==> config.mk <==
export PLATFORM = sky130hd
export DESIGN_NAME = histogram_peak_reader
export DESIGN_NICKNAME = d
export VERILOG_FILES = /design/src/rtl/histogram_peak_reader.sv
export SDC_FILE = /design/constraint.sdc
export NUM_CORES = 1
export LEC_CHECK = 0
export ABC_CLOCK_PERIOD_IN_PS = 8400
export BUFFER_PORTS_ARGS = -buffer_cell sky130_fd_sc_hd__buf_2
export CORE_MARGIN = 10
export CORE_UTILIZATION = 30
export CTS_CLUSTER_DIAMETER = 80
export DETAILED_ROUTE_END_ITERATION = 7
export GPL_ROUTABILITY_DRIVEN = 0
export GPL_TIMING_DRIVEN = 0
export MAX_ROUTING_LAYER = met4
export PLACE_DENSITY = 0.45
export SLEW_MARGIN = 10
export SYNTH_ARGS = -nofsm -noshare
export SYNTH_HDL_FRONTEND = slang
export SYNTH_SLANG_ARGS = --single-unit
==> constraint.sdc <==
create_clock -name clk -period 8.4 [get_ports clk]
set_clock_uncertainty 0.05 [all_clocks]
set_input_delay 1.68 -clock clk [delete_from_list [all_inputs] [get_ports clk]]
set_output_delay 1.68 -clock clk [all_outputs]
set_load 0.01 [all_outputs]
==> src/rtl/histogram_peak_reader.sv <==
// histogram_peak_reader: requests one frame's x/y histogram streams, tracks per-axis peaks and sums,
// then clears the histogram and holds the results until the next start.
module histogram_peak_reader #(
    parameter int BINS = 256
) (
    input  logic        clk,
    input  logic        reset,
    input  logic        startRead,
    output logic        readHistogram,
    output logic        clearHistogram,
    input  logic [7:0]  xHistogramOut,
    input  logic [7:0]  yHistogramOut,
    input  logic        xValid,
    input  logic        yValid,
    input  logic        histogramCleared,
    output logic [7:0]  xPeakIndex,
    output logic [7:0]  yPeakIndex,
    output logic [7:0]  xPeakValue,
    output logic [7:0]  yPeakValue,
    output logic [15:0] pixelCount,
    output logic        sumMismatch,
    output logic        overflowError,
    output logic        busy,
    output logic        resultValid
);
    localparam logic [8:0] FULL = 9'(BINS);
    localparam logic [8:0] LAST = 9'(BINS - 1);

    typedef enum logic [2:0] {IDLE, REQ, COLLECT, CLEAR, DONE} stateType;

    stateType    state, nextState;
    logic [8:0]  xCount, yCount;
    logic [15:0] xSum, ySum, xSumNext, ySumNext;
    logic        xBeat, yBeat, xOver, yOver, xDoneNext, yDoneNext, startAccept;

    assign startAccept    = state == IDLE && startRead;
    assign xBeat          = state == COLLECT && xValid && xCount != FULL;
    assign yBeat          = state == COLLECT && yValid && yCount != FULL;
    assign xOver          = state == COLLECT && xValid && xCount == FULL;
    assign yOver          = state == COLLECT && yValid && yCount == FULL;
    assign xSumNext       = xSum + (xBeat ? {8'd0, xHistogramOut} : 16'd0);
    assign ySumNext       = ySum + (yBeat ? {8'd0, yHistogramOut} : 16'd0);
    // Looking ahead at the incoming beat lets CLEAR start the cycle right after the last beat.
    assign xDoneNext      = xCount == FULL || (xBeat && xCount == LAST);
    assign yDoneNext      = yCount == FULL || (yBeat && yCount == LAST);
    assign readHistogram  = state == REQ;
    assign clearHistogram = state == CLEAR;
    assign busy           = state == REQ || state == COLLECT || state == CLEAR;
    assign pixelCount     = xSum;

    always_comb begin
        nextState = state;
        case (state)
            IDLE:    nextState = startRead ? REQ : IDLE;
            REQ:     nextState = COLLECT;
            COLLECT: nextState = (xDoneNext && yDoneNext) ? CLEAR : COLLECT;
            CLEAR:   nextState = histogramCleared ? DONE : CLEAR;
            DONE:    nextState = IDLE;
            default: nextState = IDLE;
        endcase
    end

    always_ff @(posedge clk or posedge reset) begin
        if (reset) begin
            state         <= IDLE;
            xCount        <= '0;
            yCount        <= '0;
            xSum          <= '0;
            ySum          <= '0;
            xPeakIndex    <= '0;
            yPeakIndex    <= '0;
            xPeakValue    <= '0;
            yPeakValue    <= '0;
            sumMismatch   <= 1'b0;
            overflowError <= 1'b0;
            resultValid   <= 1'b0;
        end else begin
            state <= nextState;
            if (startAccept) begin
                xCount        <= '0;
                yCount        <= '0;
                xSum          <= '0;
                ySum          <= '0;
                xPeakIndex    <= '0;
                yPeakIndex    <= '0;
                xPeakValue    <= '0;
                yPeakValue    <= '0;
                sumMismatch   <= 1'b0;
                overflowError <= 1'b0;
                resultValid   <= 1'b0;
            end
            if (xBeat) begin
                xCount <= xCount + 9'd1;
                xSum   <= xSumNext;
                if (xHistogramOut > xPeakValue) begin
                    xPeakValue <= xHistogramOut;
                    xPeakIndex <= xCount[7:0];
                end
            end
            if (yBeat) begin
                yCount <= yCount + 9'd1;
                ySum   <= ySumNext;
                if (yHistogramOut > yPeakValue) begin
                    yPeakValue <= yHistogramOut;
                    yPeakIndex <= yCount[7:0];
                end
            end
            if (xOver || yOver)
                overflowError <= 1'b1;
            if (state == COLLECT && nextState == CLEAR)
                sumMismatch <= xSumNext != ySumNext;
            if (state == CLEAR && histogramCleared)
                resultValid <= 1'b1;
        end
    end
endmodule

==> out/qor.yml <==
status: "finished, final reports clean"
synth.avg_cell_area_sq_um: 8.41
drtPass1Iterations: 4
synth_largest_area_cell: "dfrtp_1"
synth_top_family_by_area: "simple AND/OR/NAND/NOR gates"
gr-total-overflow: 0
fmax_ghz: 0.211
hp-class: "reg -> reg"
layout-drive-gt1-share: 0.144
dp_hpwl_mm: 12.4
syn_inst: 663
p_leak_nw: 3.17
fp.dieH_um: 156
setup-tns-final_ns: 0
synth-edff-count: 0
synth_top_area_share: 0.395
finalHoldViolCount: 0
relSlewSlack: 0.602
cp_common_cell: "xor2_1"
crit_chain: "buf_2 -> and3_1 -> clkbuf_1 -> nand2_1 -> inv_1 -> ha_1 -> a211oi_1 -> o21bai_1 -> a21oi_1 -> xor2_1 -> xor2_1 -> or4_1 -> nor4_2 -> a31oi_1"
synthesis.area_sq_um: 5580
fin_hold_ws_ns: 0.441
cp_max_fo: 10
intPower_w: 0.00111
antenna_found_initial: 0
core-area_sq_um: 18100
synth_mux_area_frac: 0.00359
wl_mm: 16.1
clock_sinks: 88
clockBufferDepth: 2
arrival_ns: 4.91
synth.distinct_cells: 56
ant_nets: 0
maxSlewViolCount: 0
synth_area_leaders: "dfrtp_1, ha_1, o21ai_0"
synth_xor_area_frac: 0.0704
grt_max_degree: 56
cts_made_buffers: 9
ys_warn_count: 0
rsz0062_at_grt: "false"
grtUsageTotal: 0.138
chipWidth_um: 156
vias: 4851
ys_ff_latch: 88
synthSimpleGateAreaFrac: 0.213
area_delta_synth_final_pct: 18.1
start_util: 0.307
clk_root_buffer_cell: "clkbuf_16"
synth-main-ff-cell: "dfrtp_1"
synthArstFlopShare: 1.00
comb_power_share: 0.413
drc: 0
clk_pin_slew_ns: 0.07
p_sw_frac: 0.396
synthAdderAreaFrac: 0.0924
tightest_slew_ns: 0.597
drv_cap: 0
grt_pass1_vias: 4884
ioPinCount: 76
cts_setup_buffers: 0
drt_iter0_markers: 292
post_cts_resized: 0
cp.buffers_inverters: 3
wl_per_cell_um: 16.3
grt_pass1_wl_mm: 26.2
slowest_delay_ns: 0.53
clockPowerShare: 0.244
nFillCells: 1863
cp-end-kind: "flop"
crit_type: "in -> reg"
setup_viol: 0
ir_drop_mv: 0.108
cts_tree: "done"
cts_hold_buffers: 0
critical_path.top_delay_family: "simple AND/OR/NAND/NOR gates"
pwr_density_cell_nw_per_um2: 279
syn-num-nets: 725
fin_nets: 812
std_cell_rows: 49
place.port_buffers: 75
dieArea_sq_um: 24400
final_cells: 984
synth-seq-area-share: 0.395
place_inst: 968
clk_latency_ns: 0.35
power.switching_w: 0.000729
synth_compound_gate_area_share: 0.171
startpoint_type: "input port"
antenna_cells: 0
avgViaCountPerCell: 4.93
required_ns: 8.56
slowest_stage: "or4_1"
min_period_over_period: 0.565
finalCriticalPeriod_ns: 4.75
h-tree-depth: 3
seq_power_share: 0.343
-- registers in the layout (all words and copies together) (netlist names) --
| register | cells |
|---|---|
| ySum | 16 |
| resultValid | 1 |
| overflowError | 1 |
| xPeakValue | 8 |
| yPeakIndex | 8 |
| yCount | 9 |
| pixelCount | 16 |
| sumMismatch | 1 |
| xCount | 9 |
| xPeakIndex | 8 |
| yPeakValue | 8 |
| state | 3 |
-- synth_stat cells (all sizes together), types with 2 or more instances --
| cell type | instances |
|---|---|
| a21oi | 18 |
| nand2 | 115 |
| a211oi | 4 |
| dfrtp | 88 |
| nor3 | 3 |
| or3 | 2 |
| inv | 50 |
| xnor2 | 31 |
| and3 | 15 |
| o2111ai | 5 |
| nor2b | 4 |
| xor2 | 13 |
| nand2b | 4 |
| a22oi | 2 |
| fa | 2 |
| clkbuf | 23 |
| o31ai | 7 |
| o21a | 3 |
| buf | 7 |
| a21o | 12 |
| a31oi | 2 |
| mux2i | 2 |
| nor4 | 7 |
| o21ai | 92 |
| nand4 | 8 |
| nand3 | 39 |
| nor3b | 2 |
| ha | 38 |
| and2 | 7 |
| o211a | 3 |
| nor2 | 39 |
| nand3b | 3 |
-- cell families (layout without fill, tap and decap cells) --
group	after synthesis	after routing
buffers and inverters	80	172
DFF	88	88
adders and majority gates	40	40
xor gates and xnor gates	44	44
and+or+nand+nor	252	252
muxes	2	2
AOI/OAI and AO/OA	157	157
-- path summary, 6_finish.rpt --
| kind | startpoint | cells after the start | slack [ns] | to |
|---|---|---|---|---|
| max in group asynchronous | reset | 3 | 6.37 | ySum[5]$_DFFE_PP0P_ |
| min in group asynchronous | reset | 2 | 1.29 | yPeakIndex[2]$_DFF_PP0_ |
| max | xValid | 14 | 3.65 | sumMismatch$_DFFE_PP0P_ |
| min | resultValid$_DFFE_PP0P_ | 1 | 0.44 | resultValid$_DFFE_PP0P_ |
| max reg2reg | xCount[0]$_DFFE_PP0P_ | 17 | 4.06 | sumMismatch$_DFFE_PP0P_ |
| min reg2reg | resultValid$_DFFE_PP0P_ | 1 | 0.44 | resultValid$_DFFE_PP0P_ |
-- metrics by stage --
stage	power (W)	instance area, sq um	utilization	worst slack [ns]
4_1_cts	0.00187	6590	0.363	3.56
3_3_place_gp	0.00139	6240	0.344	3.04
3_5_place_dp	0.00141	6270	0.345	3.20
2_1_floorplan	0.00116	5580	-	4.07
5_1_grt	0.00200	6590	0.363	3.27
6_report	0.00184	6590	0.363	3.65
-- cells in the final DEF, fill, tap and decap left out, types with 6 or more instances in the layout --
master,n
nor4_1,6
clkbuf_16,9
nand4_1,8
xor2_1,12
inv_1,49
and3_1,15
clkbuf_1,24
ha_1,38
dfrtp_1,88
o21ai_0,91
xnor2_1,31
o31ai_1,7
nand3_1,39
nor2_1,39
and2_1,6
a21o_1,12
a21oi_1,15
buf_2,79
nand2_1,115
-- routing by layer --
metal	track usage	wire [um]	up-vias
met1	0.179	7750	2284
met3	0.0211	749	20
met5	-	0	-
met4	0.0463	260	0
li1	-	-	2447
met2	0.214	7320	100
-- final cells by class --
class / count / area, sq um / area share
multi-input combinational: 495 / 3070 / 0.466
sequential: 88 / 2200 / 0.334
timing repair buffer: 76 / 403 / 0.0611
tap: 229 / 287 / 0.0435
clock buffer: 10 / 229 / 0.0347
inverter: 50 / 190 / 0.0289
buffer: 30 / 118 / 0.0178
clock inverter: 6 / 91.3 / 0.0139
-- worst register-to-register path, stage by stage, from the launching register on --
cell and delay, ns:
dfrtp_1 0.45, inv_1 0.09, ha_1 0.20, nor4b_2 0.17
nand2_1 0.13, and3_1 0.33, clkbuf_1 0.44, nand2_1 0.18
inv_1 0.08, ha_1 0.22, a211oi_1 0.37, o21bai_1 0.12
a21oi_1 0.19, xor2_1 0.29, xor2_1 0.10, or4_1 0.53
nor4_2 0.16, a31oi_1 0.12
-- power by group through the flow --
stage                     sequential, W  combinational [W]  clock, W
final                          0.000631           0.000760  0.000449
after global routing           0.000646           0.000877  0.000477
after CTS                      0.000632           0.000776  0.000459
after detailed placement       0.000640           0.000771         0
after global placement         0.000636           0.000756         0
after floorplan                0.000655           0.000506         0
Note: power is estimated with default switching activity, not from simulation.
